==> config.mk <==
export PLATFORM = sky130hd
export DESIGN_NAME = mem_arbiter
export DESIGN_NICKNAME = d
export VERILOG_FILES = /design/src/rtl/mem_arbiter.sv
export SDC_FILE = /design/constraint.sdc
export NUM_CORES = 1
export LEC_CHECK = 0
export CORE_ASPECT_RATIO = 0.6
export CORE_MARGIN = 2
export CORE_UTILIZATION = 30
export CTS_CLUSTER_SIZE = 14
export DETAILED_ROUTE_END_ITERATION = 6
export HOLD_SLACK_MARGIN = 0.12
export PLACE_DENSITY_LB_ADDON = 0.1
export SLEW_MARGIN = 30
export SYNTH_ARGS = -nofsm -noshare
export SYNTH_HDL_FRONTEND = slang
export SYNTH_SLANG_ARGS = --single-unit
==> constraint.sdc <==
create_clock -name clk -period 9 [get_ports clk]
set_input_delay 1.8 -clock clk [delete_from_list [all_inputs] [get_ports clk]]
set_output_delay 1.8 -clock clk [all_outputs]
set_load 0.01 [all_outputs]
==> src/rtl/mem_arbiter.sv <==
// mem_arbiter: data-priority arbiter sharing one memory port (mem_*) between fetch (if_*) and data (d_*) requesters, with stall, mem_ack timeout and sticky err
module mem_arbiter #(
  parameter int TIMEOUT = 255
) (
  input  logic        clk,
  input  logic        rst,
  input  logic        if_req,
  input  logic [31:0] if_addr,
  output logic [31:0] if_rdata,
  output logic        if_valid,
  input  logic        d_req,
  input  logic [3:0]  d_we,
  input  logic [31:0] d_addr,
  input  logic [31:0] d_wdata,
  output logic [31:0] d_rdata,
  output logic        d_valid,
  output logic        mem_req,
  output logic [3:0]  mem_we,
  output logic [31:0] mem_addr,
  output logic [31:0] mem_wdata,
  input  logic [31:0] mem_rdata,
  input  logic        mem_ack,
  output logic        stall,
  output logic        err
);
  typedef enum logic [1:0] {IDLE, BUSY_I, BUSY_D, DONE} state_t;
  state_t state;
  logic [7:0] wcnt;
  logic [31:0] rd;
  logic fin;
  always_comb begin
    fin = mem_ack || wcnt + 8'd1 == 8'(TIMEOUT);
    rd = mem_ack ? mem_rdata : 32'hDEADBEEF;
  end
  assign stall = (d_req & ~d_valid) | (if_req & ~if_valid);
  always_ff @(posedge clk or posedge rst) begin
    if (rst) begin
      state <= IDLE;
      wcnt <= '0;
      mem_req <= 1'b0;
      mem_we <= '0;
      mem_addr <= '0;
      mem_wdata <= '0;
      if_rdata <= '0;
      d_rdata <= '0;
      if_valid <= 1'b0;
      d_valid <= 1'b0;
      err <= 1'b0;
    end else begin
      if_valid <= 1'b0;
      d_valid <= 1'b0;
      case (state)
        IDLE: begin
          if (d_req || if_req) begin
            state <= d_req ? BUSY_D : BUSY_I;
            mem_req <= 1'b1;
            mem_we <= d_req ? d_we : 4'h0;
            mem_addr <= d_req ? d_addr : if_addr;
            mem_wdata <= d_req ? d_wdata : 32'h0;
            wcnt <= '0;
          end
        end
        BUSY_I, BUSY_D: begin
          if (fin) begin
            state <= DONE;
            mem_req <= 1'b0;
            err <= err | ~mem_ack;
            if_valid <= state == BUSY_I;
            d_valid <= state == BUSY_D;
            if (state == BUSY_I) if_rdata <= rd;
            if (state == BUSY_D && mem_we == 4'h0) d_rdata <= rd;
          end else begin
            wcnt <= wcnt + 8'd1;
          end
        end
        default: state <= IDLE;
      endcase
    end
  end
endmodule

# Word level (Yosys, flattened, before mapping)
# Index checks and enable logic that the tools add are counted.
dict set report totals {
  register_bits 146
  elab_cells 57
}
dict set report classes {
  n_reduce_logical 14
  eq_ne 6
  muxes 18
  n_addsub 1
  n_bitwise 7
}
# op count
set ops {}
lappend ops {{$mux W32} 3}
lappend ops {{$mux W8} 2}
lappend ops {{$pmux W8 S2} 1}
lappend ops {{$reduce_and A3 Y1} 4}
lappend ops {{$add A8 B1 Y8 const B} 1}
lappend ops {{$eq A8 B8 Y1 const B} 1}
lappend ops {{$mux W1} 6}
lappend ops {{$mux W2} 3}
lappend ops {{$ne A2 B2 Y1 const B} 3}
lappend ops {{$reduce_and A2 Y1} 3}
lappend ops {{$logic_not A4 Y1} 1}
lappend ops {{$mux W4} 1}
lappend ops {{$pmux W2 S2} 1}
lappend ops {{$not A1 Y1} 3}
lappend ops {{$and A1 B1 Y1} 2}
lappend ops {{$eq A2 B1 Y1 const B} 1}
lappend ops {{$eq A2 B2 Y1 const B} 1}
lappend ops {{$logic_not A2 Y1} 1}
lappend ops {{$logic_or A1 B1 Y1} 2}
lappend ops {{$or A1 B1 Y1} 2}
lappend ops {{$pmux W1 S2} 1}
lappend ops {{$reduce_bool A2 Y1} 1}
lappend ops {{$reduce_or A2 Y1} 1}
lappend ops {{$logic_and A1 B1 Y1} 1}

# Depth between registers and ports, before layout
# Gate-level depths: netlist of run 1.
dict set report logic_depth {
  ltp_word 5
  depth_mapped 10
}

# Worst setup path after synthesis of run 1
# Ideal clock, no wire load.
dict set report synth_timing {
  path_kind {in2out}
  from {input d_req}
  to {output stall}
  required_ps 7200
  stages 3
  t_arrival_ps 2384
  path_slack_ps 4816
  path_buffers 1
  path_cell_list {clkbuf_1 inv_1 o22ai_1}
}
dict set report synth_via {
  elab_chain_len 2
}
# item line
set synth_lines {}
lappend synth_lines {{from (decl)} 11} ;# input logic d_req,
lappend synth_lines {{$and A1 B1 Y1} 35} ;# assign stall = (d_req & ~d_valid) | (if_req & ~if_valid);
lappend synth_lines {{$or A1 B1 Y1} 35}
lappend synth_lines {{to (decl)} 23} ;# output logic stall,
# Every way passes these cells.

# Worst setup path in the final report of run 1
# Same ends and word-level chain as after synthesis.

==> impl_summary.log, run 1 <==
[metrics] slew margin rel.: 0.544
[metrics] count of endpoints failing hold in the final timing report: 0
[metrics] number of register bits inferred by synthesis: 146
[metrics] number of different library cells in the post-synthesis netlist: 44
[metrics] cell type with the largest total area after synthesis: dfrtp_1
[metrics] cell area after placement: 9270 sq um
[metrics] peak supply drop: between 0.15 and 0.2 mV
[metrics] number of buffers inserted by port buffering: 273
[metrics] post-detailed-route count of antenna-violating nets: 0
[metrics] top cells by area, synth: dfrtp_1 (58%), mux2_4 (6.2%), mux2i_1 (5.8%)
[metrics] first-pass GRT wire length: 27.3 mm
[metrics] actual transition at the worst max-transition pin: a little under 0.7 ns
[metrics] Via Count: about 4.8k
[metrics] CP endpoint kind: output port
[metrics] number of placement rows: 41
[metrics] net count of the mapped netlist: 639
[metrics] latest clock arrival within the worst-skew pair: 0.42 ns
[metrics] weighted congestion at the end of routability-driven global placement: 0.728
[metrics] EDFF count, synth: 0
[metrics] number of I/O pins: 274
[metrics] number of antenna violations at the first check in global routing: 0
[metrics] master cell of the clock root buffer: clkbuf_16
[metrics] DRT Wirelength: 17.5 mm
[metrics] Vias/cell: between 4 and 5
[metrics] deepest level of the CTS H-tree: 4
[metrics] DP Wirelength: 12.4 mm
[metrics] leakage: 4.35 nW
[metrics] areal power density over the cells: 327 nW/um^2
[metrics] Hold Path Class: reg -> reg
[metrics] Mapped Avg Cell Area: 12.8 sq um
[metrics] Setup-failing EPs final: 0
[metrics] TritonCTS clock tree: done
[metrics] required time reported for the critical path endpoint: 7.20 ns
[metrics] DRC viols: 0
[metrics] count of fill cells added during filler insertion: 1861
[metrics] CTS buffer count: 17
[metrics] category of the critical setup timing path: in -> out
[metrics] Worst Reg2Reg Path Length in Cells: 7
[metrics] delay contributed by the slowest stage of the critical path: 0.60 ns
[metrics] effective utilization at floorplan: 0.304
[metrics] predominant post-synthesis flop cell: dfrtp_1
[metrics] type of element launching the critical path: primary input
[metrics] clock sink count: 146
[metrics] detail-routed net length per standard cell: 16.6 microns
[metrics] Critical Path Source: d_req
[metrics] relative area change from synthesis to final layout: 56.3%
[metrics] Core ar.: 20900 sq um
[metrics] pin count of the biggest net entering global routing: 101
[metrics] crit path cell chain: buf_4 > inv_1 > o22ai_1 > clkdlybuf4s50_1
[metrics] overall overflow remaining after global route: 0
[metrics] fraction of final layout cells with drive strength greater than 1: 0.136
[metrics] Antenna Diode Count: 0
[metrics] Die Span Y: between 100 and 150 microns
[metrics] number of optimization iterations in the first detailed-route pass: 4
[metrics] buffer count from post-CTS setup fixing: 0
[metrics] cell with the biggest individual delay on the critical path: clkdlybuf4s50_1
[metrics] startpoint of the most critical hold path: mem_addr[19]$_DFFE_PP0P_
[metrics] Clock Tree Buf Depth: 2
[metrics] synthesis warning total: 0
[metrics] post_cts resized: 0
[metrics] post-route setup TNS: 0 ns
[metrics] number of hold buffers added after cts: 0
[metrics] worst hold path stage count: 2
[metrics] die extent in x: 192 microns
[metrics] unrepaired setup endpoints after global routing: false
[metrics] share of the yosys chip area belonging to registers: 0.576
[metrics] setup clock skew after layout: around 0.012 ns
[metrics] outcome: finished clean
[metrics] share of the synthesized area in the top cell type: 0.576
[metrics] minimum clock period: 5.03 ns
[metrics] clock transition at the register clock pins on the worst setup and hold paths after CTS: approximately 0.06 ns
[metrics] number of standard cells after synthesis: about 500
[metrics] share of the cycle needed by the critical path after routing: 0.559
[metrics] fin. max-slew vios: 0
[metrics] All-Layer GR Usage: 0.160
[metrics] number of violations reported at the end of detailed-routing iteration 0: 103
[metrics] number of global-route vias before repair: 5172
[metrics] Highest Clock Rate: roughly 0.20 GHz
[metrics] number of maximum-capacitance constraint violations: 0
[metrics] Syn Std Cell Area: 6340 sq um
[metrics] total die area: between 20000 and 25000 sq um
[metrics] final non-filler cell area: 9900 sq um
[metrics] Async S/R FF share, synth: 1.00
[metrics] total number of nets in the final design: 904
[metrics] highest net fanout along the worst path: 35
[metrics] RR Startpoint: wcnt[0]$_DFFE_PP0P_
[metrics] arrival time worst endpoint: 3.23 ns
==> cell families (layout without fill, tap and decap cells) <==
| family | after synthesis | in the layout | share of synthesized area |
|---|---|---|---|
| XOR/XNOR | 1 | 1 | 0.00138 |
| multiplexers | 94 | 94 | 0.175 |
| adder cells (fa/ha/maj) | 6 | 6 | 0.0118 |
| buffers and inverters | 47 | 325 | 0.0418 |
| AO/OA/AOI/OAI | 95 | 95 | 0.108 |
| flip-flops | 146 | 146 | 0.576 |
| AND/OR/NAND/NOR | 107 | 107 | 0.0857 |
==> cells in the mapped netlist, drive strengths merged (3+ instances only) <==
library cell / instances
or3: 5
dfrtp: 146
ha: 6
a21oi: 4
a22o: 36
nand2: 46
nand3: 9
o21ai: 43
nor2: 5
and2: 8
nand2b: 21
clkbuf: 21
mux2i: 37
inv: 15
nor2b: 3
nor3b: 3
buf: 11
mux2: 57
==> worst paths after layout <==
path	endpoint	slack (ns)
worst max-delay path	stall	3.97
worst min-delay path	mem_addr[19]$_DFFE_PP0P_	0.48
worst max register to register	d_rdata[15]$_DFFE_PP0P_	6.26
worst min register to register	mem_addr[19]$_DFFE_PP0P_	0.48
max in group asynchronous	d_valid$_DFF_PP0_	5.99
min in group asynchronous	mem_wdata[24]$_DFFE_PP0P_	1.87
==> metrics by stage <==
| step | total power, mW | util | std cells | hold WS (ns) | setup slack, ns |
|---|---|---|---|---|---|
| 6_report | 3.24 | 0.474 | 1053 | 0.479 | 3.97 |
| 5_1_grt | 3.45 | 0.474 | 1053 | 0.506 | 3.88 |
| 4_1_cts | 3.30 | 0.474 | 1053 | 0.485 | 3.61 |
| 3_5_place_dp | 2.53 | 0.444 | 1021 | 0.467 | 3.61 |
| 3_3_place_gp | 2.49 | 0.444 | 1021 | 0.462 | 3.62 |
| 2_1_floorplan | 1.77 | - | 496 | 0.513 | 3.28 |
==> where the power goes <==
part / total [mW] / internal, mW / switching (mW) / leakage [nW]
registers: 1.12 / 0.947 / 0.173 / 1.79
clock network: 0.739 / 0.458 / 0.281 / 0.298
logic: 1.38 / 0.803 / 0.576 / 2.26
==> state kept, by name, indices dropped and copies added (netlist names) <==
| name | cells |
|---|---|
| err | 1 |
| state | 2 |
| d_valid | 1 |
| mem_addr | 32 |
| if_rdata | 32 |
| mem_we | 4 |
| if_valid | 1 |
| mem_req | 1 |
| wcnt | 8 |
| mem_wdata | 32 |
| d_rdata | 32 |
==> layout make-up <==
cell class,count,area [sq um],area share
Multi-Input combinational cell,303,2440,0.247
Sequential cell,146,3650,0.369
Timing Repair Buffer,278,2780,0.280
Clock inverter,12,154,0.0155
Tap cell,279,349,0.0352
Clock buffer,20,467,0.0471
Inverter,15,61.3,0.00619
==> cells in the final DEF (no fill, tap or decap), types with 2 or more instances in the layout <==
cell	count
a21oi_1	4
nor2_1	5
clkinv_4	2
nor3_1	2
clkbuf_16	17
buf_6	2
a22o_1	36
nor3b_1	3
buf_4	4
nand2_1	46
nand2b_1	21
inv_1	14
o221ai_1	2
and2_1	8
mux2i_1	37
mux2_4	26
ha_1	6
nor2b_1	3
o21bai_1	2
clkbuf_8	3
clkinvlp_4	3
inv_6	2
mux2_2	31
bufinv_16	3
dfrtp_1	146
clkdlybuf4s50_1	272
clkinv_2	3
or3_1	3
nand4_1	2
o21ai_0	41
nand3_1	8
==> critical path: cells and delay by family <==
kind                   cells  cell delay, ns
buffers and inverters      3            1.22
AO/OA/AOI/OAI              1            0.19
==> layer usage <==
metal | routed length (microns) | GRT usage | vias to the layer above
li1 | - | - | 2270
met1 | 7430 | 0.192 | 2342
met2 | 8450 | 0.260 | 126
met3 | 1430 | 0.0685 | 13
met4 | 216 | 0.0544 | 0
met5 | 0 | 0 | -
Power figures use the tool's default switching activity.
==> run 2, diff against run 1 <==
==> constraint.sdc (replaced) <==
create_clock -name clk -period 4.23 [get_ports clk]
set_input_delay 0.846 -clock clk [delete_from_list [all_inputs] [get_ports clk]]
set_output_delay 0.846 -clock clk [all_outputs]
set_load 0.01 [all_outputs]
==> run 2 against run 1 <==
  * Worst hold slack improved by 0.0018 ns
  * Core utilization grew 0.072 points
  * Critical path type unchanged
  * Largest power group unchanged
  * Clock power grew 99%
==> impl_summary.log, run 2 (synthesized netlist as in run 1, its figures left out) <==
[metrics] fraction of power consumed by the clock network: 0.215 (was 0.228)
[metrics] worst hold path stage count: 1 (was 2)
[metrics] total internal power: 4.65 mW (was 2.21 mW)
[metrics] DP Wirelength: 12.3 mm (was 12.4 mm)
[metrics] Vias/cell: 4.45 (was 4.51)
[metrics] share of the cycle needed by the critical path after routing: 0.711
[metrics] pin count of the biggest net entering global routing: 82 (was 101)
[metrics] relative area change from synthesis to final layout: 56.5% (was 56.3%)
[metrics] DRT Wirelength: 17.2 mm (was 17.5 mm)
[metrics] commonest non-fill, non-tap cells in the layout: clkdlybuf4s50_1 (272), dfrtp_1 (146), nand2_1 (46), o21ai_0 (41), mux2i_1 (37) (unchanged)
[metrics] number of maximum-capacitance constraint violations: 0 (unchanged)
[metrics] highest net fanout along the worst path: 2 (was 35)
[metrics] areal power density over the cells: 688 nW/um^2 (was 327 nW/um^2)
[metrics] required time reported for the critical path endpoint: 3.38 ns (was 7.20 ns)
[metrics] Highest Clock Rate: ~0.33 GHz
[metrics] post-route setup TNS: 0 ns (unchanged)
[metrics] weighted congestion at the end of routability-driven global placement: 0.748 (was 0.728)
[metrics] most common library cell in the layout ignoring fill and taps: clkdlybuf4s50_1 (unchanged)
[metrics] number of I/O pins: 274 (unchanged)
[metrics] Combinational Power Share: 0.436 (was 0.426)
[metrics] fraction of final layout cells with drive strength greater than 1: 0.135 (was 0.136)
[metrics] RR Startpoint: wcnt[1]$_DFFE_PP0P_ (was wcnt[0]$_DFFE_PP0P_)
[metrics] DRC viols: 0 (unchanged)
[metrics] deepest level of the CTS H-tree: 4 (unchanged)
[metrics] peak supply drop: 0.316 mV (was 0.196 mV)
[metrics] clock sink count: 146 (unchanged)
[metrics] detail-routed net length per standard cell: 16.3 microns (was 16.6 microns)
[metrics] clock transition at the register clock pins on the worst setup and hold paths after CTS: 0.06 ns (about the same)
[metrics] actual transition at the worst max-transition pin: 0.644 ns (was 0.685 ns)
[metrics] share of total power in sequential cells: 0.349 (was 0.346)
[metrics] delay contributed by the slowest stage of the critical path: 0.59 ns (was 0.60 ns)
[metrics] arrival time worst endpoint: 2.16 ns (was 3.23 ns)
[metrics] fin. max-slew vios: 0 (unchanged)
[metrics] die extent in x: 192 microns (unchanged)
[metrics] number of optimization iterations in the first detailed-route pass: 5 (was 4)
[metrics] setup slack of the most critical reg-to-reg path: 1.50 ns (was 6.26 ns)
[metrics] Worst Path Buf+Inv: 3 (unchanged)
[metrics] Worst Reg2Reg Path Length in Cells: 7 (unchanged)
[metrics] Core ar.: 20900 sq um (unchanged)
[metrics] CTS buffer count: 17 (unchanged)
[metrics] total die area: 22300 sq um (unchanged)
[metrics] setup clock skew after layout: 0.00966 ns (was 0.0119 ns)
[metrics] number of buffers inserted by port buffering: 273 (unchanged)
[metrics] effective utilization at floorplan: 0.304 (unchanged)
[metrics] latest clock arrival within the worst-skew pair: 0.42 ns (about the same)
[metrics] post_cts resized: 0 (unchanged)
[metrics] number of global-route vias before repair: 5050 (was 5172)
[metrics] post-detailed-route count of antenna-violating nets: 0 (unchanged)
[metrics] buffer count from post-CTS setup fixing: 0 (unchanged)
[metrics] final instance count without filler cells: 1054 (was 1053)
[metrics] kind of cell adding the most delay to the critical path: buffers and inverters (unchanged)
[metrics] Inst Count DP: 1023 (was 1021)
[metrics] cell with the biggest individual delay on the critical path: clkdlybuf4s50_1 (unchanged)
[metrics] number of placement rows: 41 (unchanged)
[metrics] minimum clock period: 3.01 ns
[metrics] number of hold buffers added after cts: 0 (unchanged)
[metrics] first-pass GRT wire length: 27.1 mm (was 27.3 mm)
[metrics] CP endpoint kind: output port (unchanged)
[metrics] overall overflow remaining after global route: 0 (unchanged)
[metrics] unrepaired setup endpoints after global routing: false (unchanged)
[metrics] master cell of the clock root buffer: clkbuf_16 (unchanged)
[metrics] Via Count: 4691 (was 4751)
[metrics] leakage: 4.36 nW (was 4.35 nW)
[metrics] number of antenna violations at the first check in global routing: 0 (unchanged)
[metrics] count of fill cells added during filler insertion: 1882 (was 1861)
[metrics] hold worst-path end: err$_DFFE_PP0P_ (was mem_addr[19]$_DFFE_PP0P_)
[metrics] fraction of power spent switching nets: 0.319 (was 0.318)
[metrics] outcome: finished clean (unchanged)
[metrics] startpoint of the most critical hold path: err$_DFFE_PP0P_ (was mem_addr[19]$_DFFE_PP0P_)
[metrics] number of violations reported at the end of detailed-routing iteration 0: 206 (was 103)
[metrics] total number of nets in the final design: 907 (was 904)
[metrics] category of the critical setup timing path: in -> out (unchanged)
[metrics] Antenna Diode Count: 0 (unchanged)
[metrics] slew margin rel.: 0.571 (was 0.544)
[metrics] Clock Tree Buf Depth: 2 (unchanged)
[metrics] type of element launching the critical path: primary input (unchanged)
[metrics] switching pwr: 2.18 mW (was 1.03 mW)
[metrics] Setup-failing EPs final: 0 (unchanged)
[metrics] crit path cell chain: clkdlybuf4s50_1 > inv_1 > o22ai_1 > clkdlybuf4s50_1 (was buf_4 > inv_1 > o22ai_1 > clkdlybuf4s50_1)
[metrics] Hold Path Class: reg -> reg (unchanged)
[metrics] count of endpoints failing hold in the final timing report: 0 (unchanged)
[metrics] All-Layer GR Usage: 0.159 (was 0.160)
[metrics] Die Span Y: 117 microns (unchanged)
[metrics] tightest hold margin: 0.480 ns (was 0.479 ns)
[metrics] cell repeated most along the worst path: clkdlybuf4s50_1
[metrics] TritonCTS clock tree: done (unchanged)
[metrics] capture point of the worst reg-to-reg path: d_rdata[17]$_DFFE_PP0P_ (was d_rdata[15]$_DFFE_PP0P_)
-- run 2: layout make-up --
cell class / count / area (sq um) / share of cell area
clock inverter: 10 / 110 / 0.0111
inverter: 15 / 60.1 / 0.00605
multi-input combinational: 303 / 2440 / 0.246
sequential: 146 / 3650 / 0.368
tap: 279 / 349 / 0.0352
clock buffer: 20 / 457 / 0.0460
timing repair buffer: 281 / 2850 / 0.287
-- run 2: through the flow --
step,setup WS [ns],power (mW),util,cell area (sq um)
after floorplan,1.55,3.77,-,6340
final,1.22,6.82,0.475,9920
after global routing,1.12,7.28,0.475,9920
after global placement,0.870,5.33,0.446,9320
after detailed placement,1.07,5.38,0.447,9330
after CTS,1.21,6.90,0.474,9890
-- run 2: routing by layer --
metal  vias up  routed length, microns  track usage
li1       2276                       -            -
met1      2266                    7440        0.195
met2       132                    8170        0.251
met3        17                    1370       0.0661
met4         0                     244       0.0595
met5         -                       0            0
-- run 2: worst max path at each step --
stage          startpoint                      end  slack [ns]  cells past startpoint
2_1_floorplan         rst   d_rdata[0]$_DFFE_PP0P_        1.55                      1
6_report           if_req                    stall        1.22                      4
3_3_place_gp      mem_ack  d_rdata[23]$_DFFE_PP0P_        0.87                      4
3_5_place_dp      mem_ack      wcnt[3]$_DFFE_PP0P_        1.07                      5
5_1_grt            if_req                    stall        1.12                      4
4_1_cts            if_req                    stall        1.21                      4
-- run 2: power groups by stage --
stage               registers [mW]  logic [mW]  clock network, mW
global route                  2.47        3.22               1.58
detailed placement            2.39        2.99                  0
global placement              2.37        2.96                  0
finish                        2.38        2.97               1.47
CTS                           2.39        2.99               1.52
floorplan                     2.62        1.15                  0
==> run 3, diff against run 2 <==
==> constraint.sdc (replaced) <==
create_clock -name clk -period 3.05 [get_ports clk]
set_input_delay 0.61 -clock clk [delete_from_list [all_inputs] [get_ports clk]]
set_output_delay 0.61 -clock clk [all_outputs]
set_load 0.01 [all_outputs]
==> run 3 against run 2 <==
  * Via count grew 0.79%
  * Highest routed layer unchanged
  * Register-to-register slack lost 1.2 ns
  * First-iteration DRC count shrank 7.8%
==> impl_summary.log, run 3 (synthesized netlist as in run 1, its figures left out) <==
[metrics] master cell of the clock root buffer: clkbuf_16 (unchanged)
[metrics] DP Wirelength: 12.5 mm (was 12.3 mm)
[metrics] number of I/O pins: 274 (unchanged)
[metrics] smallest setup slack after layout: 0.252 ns (was 1.22 ns)
[metrics] leakage: 4.35 nW (was 4.36 nW)
[metrics] Clock Tree Buf Depth: 2 (unchanged)
[metrics] met1 demand-to-capacity share in global routing: 0.195 (about the same)
[metrics] Core ar.: 20900 sq um (unchanged)
[metrics] relative area change from synthesis to final layout: 56.1% (was 56.5%)
[metrics] actual transition at the worst max-transition pin: 0.606 ns (was 0.644 ns)
[metrics] layer carrying the most global-route usage: met2 (unchanged)
[metrics] tightest hold margin: 0.474 ns (was 0.480 ns)
[metrics] fraction of final layout cells with drive strength greater than 1: 0.143 (was 0.135)
[metrics] fraction of power consumed by the clock network: 0.204 (was 0.215)
[metrics] number of placement rows: 41 (unchanged)
[metrics] commonest non-fill, non-tap cells in the layout: clkdlybuf4s50_1 (272), dfrtp_1 (146), nand2_1 (46), o21ai_0 (41), mux2i_1 (37) (unchanged)
[metrics] arrival time worst endpoint: 3.09 ns (was 2.16 ns)
[metrics] CP endpoint kind: flip-flop (was output port)
[metrics] TritonCTS clock tree: done (unchanged)
[metrics] number of antenna violations at the first check in global routing: 0 (unchanged)
[metrics] global-route track usage on met2: 0.254 (was 0.251)
[metrics] clock transition at the register clock pins on the worst setup and hold paths after CTS: 0.06 ns (about the same)
[metrics] number of buffers inserted by port buffering: 273 (unchanged)
[metrics] post-route setup TNS: 0 ns (unchanged)
[metrics] die extent in x: 192 microns (unchanged)
[metrics] highest net fanout along the worst path: 30 (was 2)
[metrics] post-detailed-route count of antenna-violating nets: 0 (unchanged)
[metrics] peak supply drop: 0.481 mV (was 0.316 mV)
[metrics] Setup-failing EPs final: 0 (unchanged)
[metrics] required time reported for the critical path endpoint: 3.35 ns (was 3.38 ns)
[metrics] setup clock skew after layout: 0.00731 ns (was 0.00966 ns)
[metrics] switching pwr: 3.00 mW (was 2.18 mW)
[metrics] Highest Clock Rate: 0.357 GHz
[metrics] areal power density over the cells: 941 nW/um^2 (was 688 nW/um^2)
[metrics] minimum clock period: 2.80 ns
[metrics] number of violations reported at the end of detailed-routing iteration 0: 190 (was 206)
[metrics] most common library cell in the layout ignoring fill and taps: clkdlybuf4s50_1 (unchanged)
[metrics] DRC viols: 0 (unchanged)
[metrics] share of total power in sequential cells: 0.355 (was 0.349)
[metrics] slew margin rel.: 0.596 (was 0.571)
[metrics] Die Span Y: 117 microns (unchanged)
[metrics] clock sink count: 146 (unchanged)
[metrics] category of the critical setup timing path: reg -> reg (was in -> out)
[metrics] Hold Path Class: reg -> reg (unchanged)
[metrics] outcome: finished clean (unchanged)
[metrics] GR Util met3: 0.0700 (was 0.0661)
[metrics] number of global-route vias before repair: 5136 (was 5050)
[metrics] fraction of power spent switching nets: 0.322 (was 0.319)
[metrics] weighted congestion at the end of routability-driven global placement: 0.733 (was 0.748)
[metrics] count of endpoints failing hold in the final timing report: 0 (unchanged)
[metrics] number of maximum-capacitance constraint violations: 0 (unchanged)
[metrics] unrepaired setup endpoints after global routing: false (unchanged)
[metrics] number of optimization iterations in the first detailed-route pass: 6 (was 5)
[metrics] pin count of the biggest net entering global routing: 97 (was 82)
[metrics] share of the cycle needed by the critical path after routing: 0.917
[metrics] Via Count: 4728 (was 4691)
[metrics] Combinational Power Share: 0.441 (was 0.436)
[metrics] first-pass GRT wire length: 27.0 mm (was 27.1 mm)
[metrics] overall overflow remaining after global route: 0 (unchanged)
[metrics] total die area: 22300 sq um (unchanged)
[metrics] total number of nets in the final design: 913 (was 907)
[metrics] effective utilization at floorplan: 0.304 (unchanged)
[metrics] All-Layer GR Usage: 0.158 (was 0.159)
[metrics] Antenna Diode Count: 0 (unchanged)
[metrics] post_cts resized: 0 (unchanged)
[metrics] type of element launching the critical path: flip-flop (was primary input)
[metrics] number of hold buffers added after cts: 0 (unchanged)
[metrics] DRT Wirelength: 17.2 mm (about the same)
[metrics] CTS buffer count: 17 (unchanged)
[metrics] total internal power: 6.31 mW (was 4.65 mW)
[metrics] Vias/cell: 4.46 (was 4.45)
[metrics] buffer count from post-CTS setup fixing: 0 (unchanged)
[metrics] latest clock arrival within the worst-skew pair: 0.42 ns (about the same)
[metrics] fin. max-slew vios: 0 (unchanged)
[metrics] detail-routed net length per standard cell: 16.2 microns (was 16.3 microns)
[metrics] pre-CTS setup slack: 0.232 ns (was 1.07 ns)
[metrics] deepest level of the CTS H-tree: 4 (unchanged)
==> run 3: cell types whose count changed in the layout (fill, tap and decap cells not counted), moves of 2 or more <==
cell        delta
clkinvlp_4     +2
bufinv_16      -2
buf_4          +9
clkbuf_8       +2
buf_12         -2
clkinv_2       -2
==> run 3: per-layer routing <==
metal | wire length (microns) | up-vias
met3 | 1420 | 14
met1 | 7430 | 2299
met4 | 195 | 0
li1 | - | 2286
met2 | 8180 | 129
met5 | 0 | -
==> run 3: path summary, 6_finish.rpt <==
path,slack (ns),start,cells past startpoint,to
setup / recovery,0.25,wcnt[0]$_DFFE_PP0P_,8,d_rdata[23]$_DFFE_PP0P_
hold / removal,0.47,mem_addr[29]$_DFFE_PP0P_,2,mem_addr[29]$_DFFE_PP0P_
setup reg to reg,0.25,wcnt[0]$_DFFE_PP0P_,8,d_rdata[23]$_DFFE_PP0P_
hold reg to reg,0.47,mem_addr[29]$_DFFE_PP0P_,2,mem_addr[29]$_DFFE_PP0P_
max in group asynchronous,1.87,rst,3,d_rdata[4]$_DFFE_PP0P_
min in group asynchronous,0.71,rst,3,mem_wdata[6]$_DFFE_PP0P_
==> run 3: power by group through the flow <==
stage,logic (mW),clock network [mW],registers [mW]
6_report,4.10,1.90,3.31
5_1_grt,4.46,2.07,3.43
4_1_cts,4.18,1.97,3.31
3_5_place_dp,4.17,0,3.32
3_3_place_gp,4.13,0,3.28
2_1_floorplan,1.59,0,3.64
==> run 3: worst max-delay path: stages, from the launching register on <==
cell       delay (ns)
dfrtp_1          0.45
ha_1             0.29
xnor2_1          0.18
a2111oi_4        0.32
o21a_4           0.22
o21ai_2          0.07
or3_2            0.45
buf_4            0.32
mux2_4           0.36
==> run 3: cell type report <==
type                            count  area (sq um)
Inverter                           15          60.1
Sequential cell                   146          3650
Fill cell                        1855         11000
Timing Repair Buffer              287          2850
Clock inverter                      8          55.1
Clock buffer                       23           488
Tap cell                          279           349
Multi-Input combinational cell    303          2450
==> run 3: per-stage QoR <==
step	instances	instance area, sq um	utilization	power, mW
2_1_floorplan	496	6340	-	5.23
3_3_place_gp	1030	9350	0.448	7.41
3_5_place_dp	1030	9350	0.448	7.48
4_1_cts	1061	9890	0.474	9.47
5_1_grt	1061	9900	0.474	9.96
6_report	1061	9900	0.474	9.31
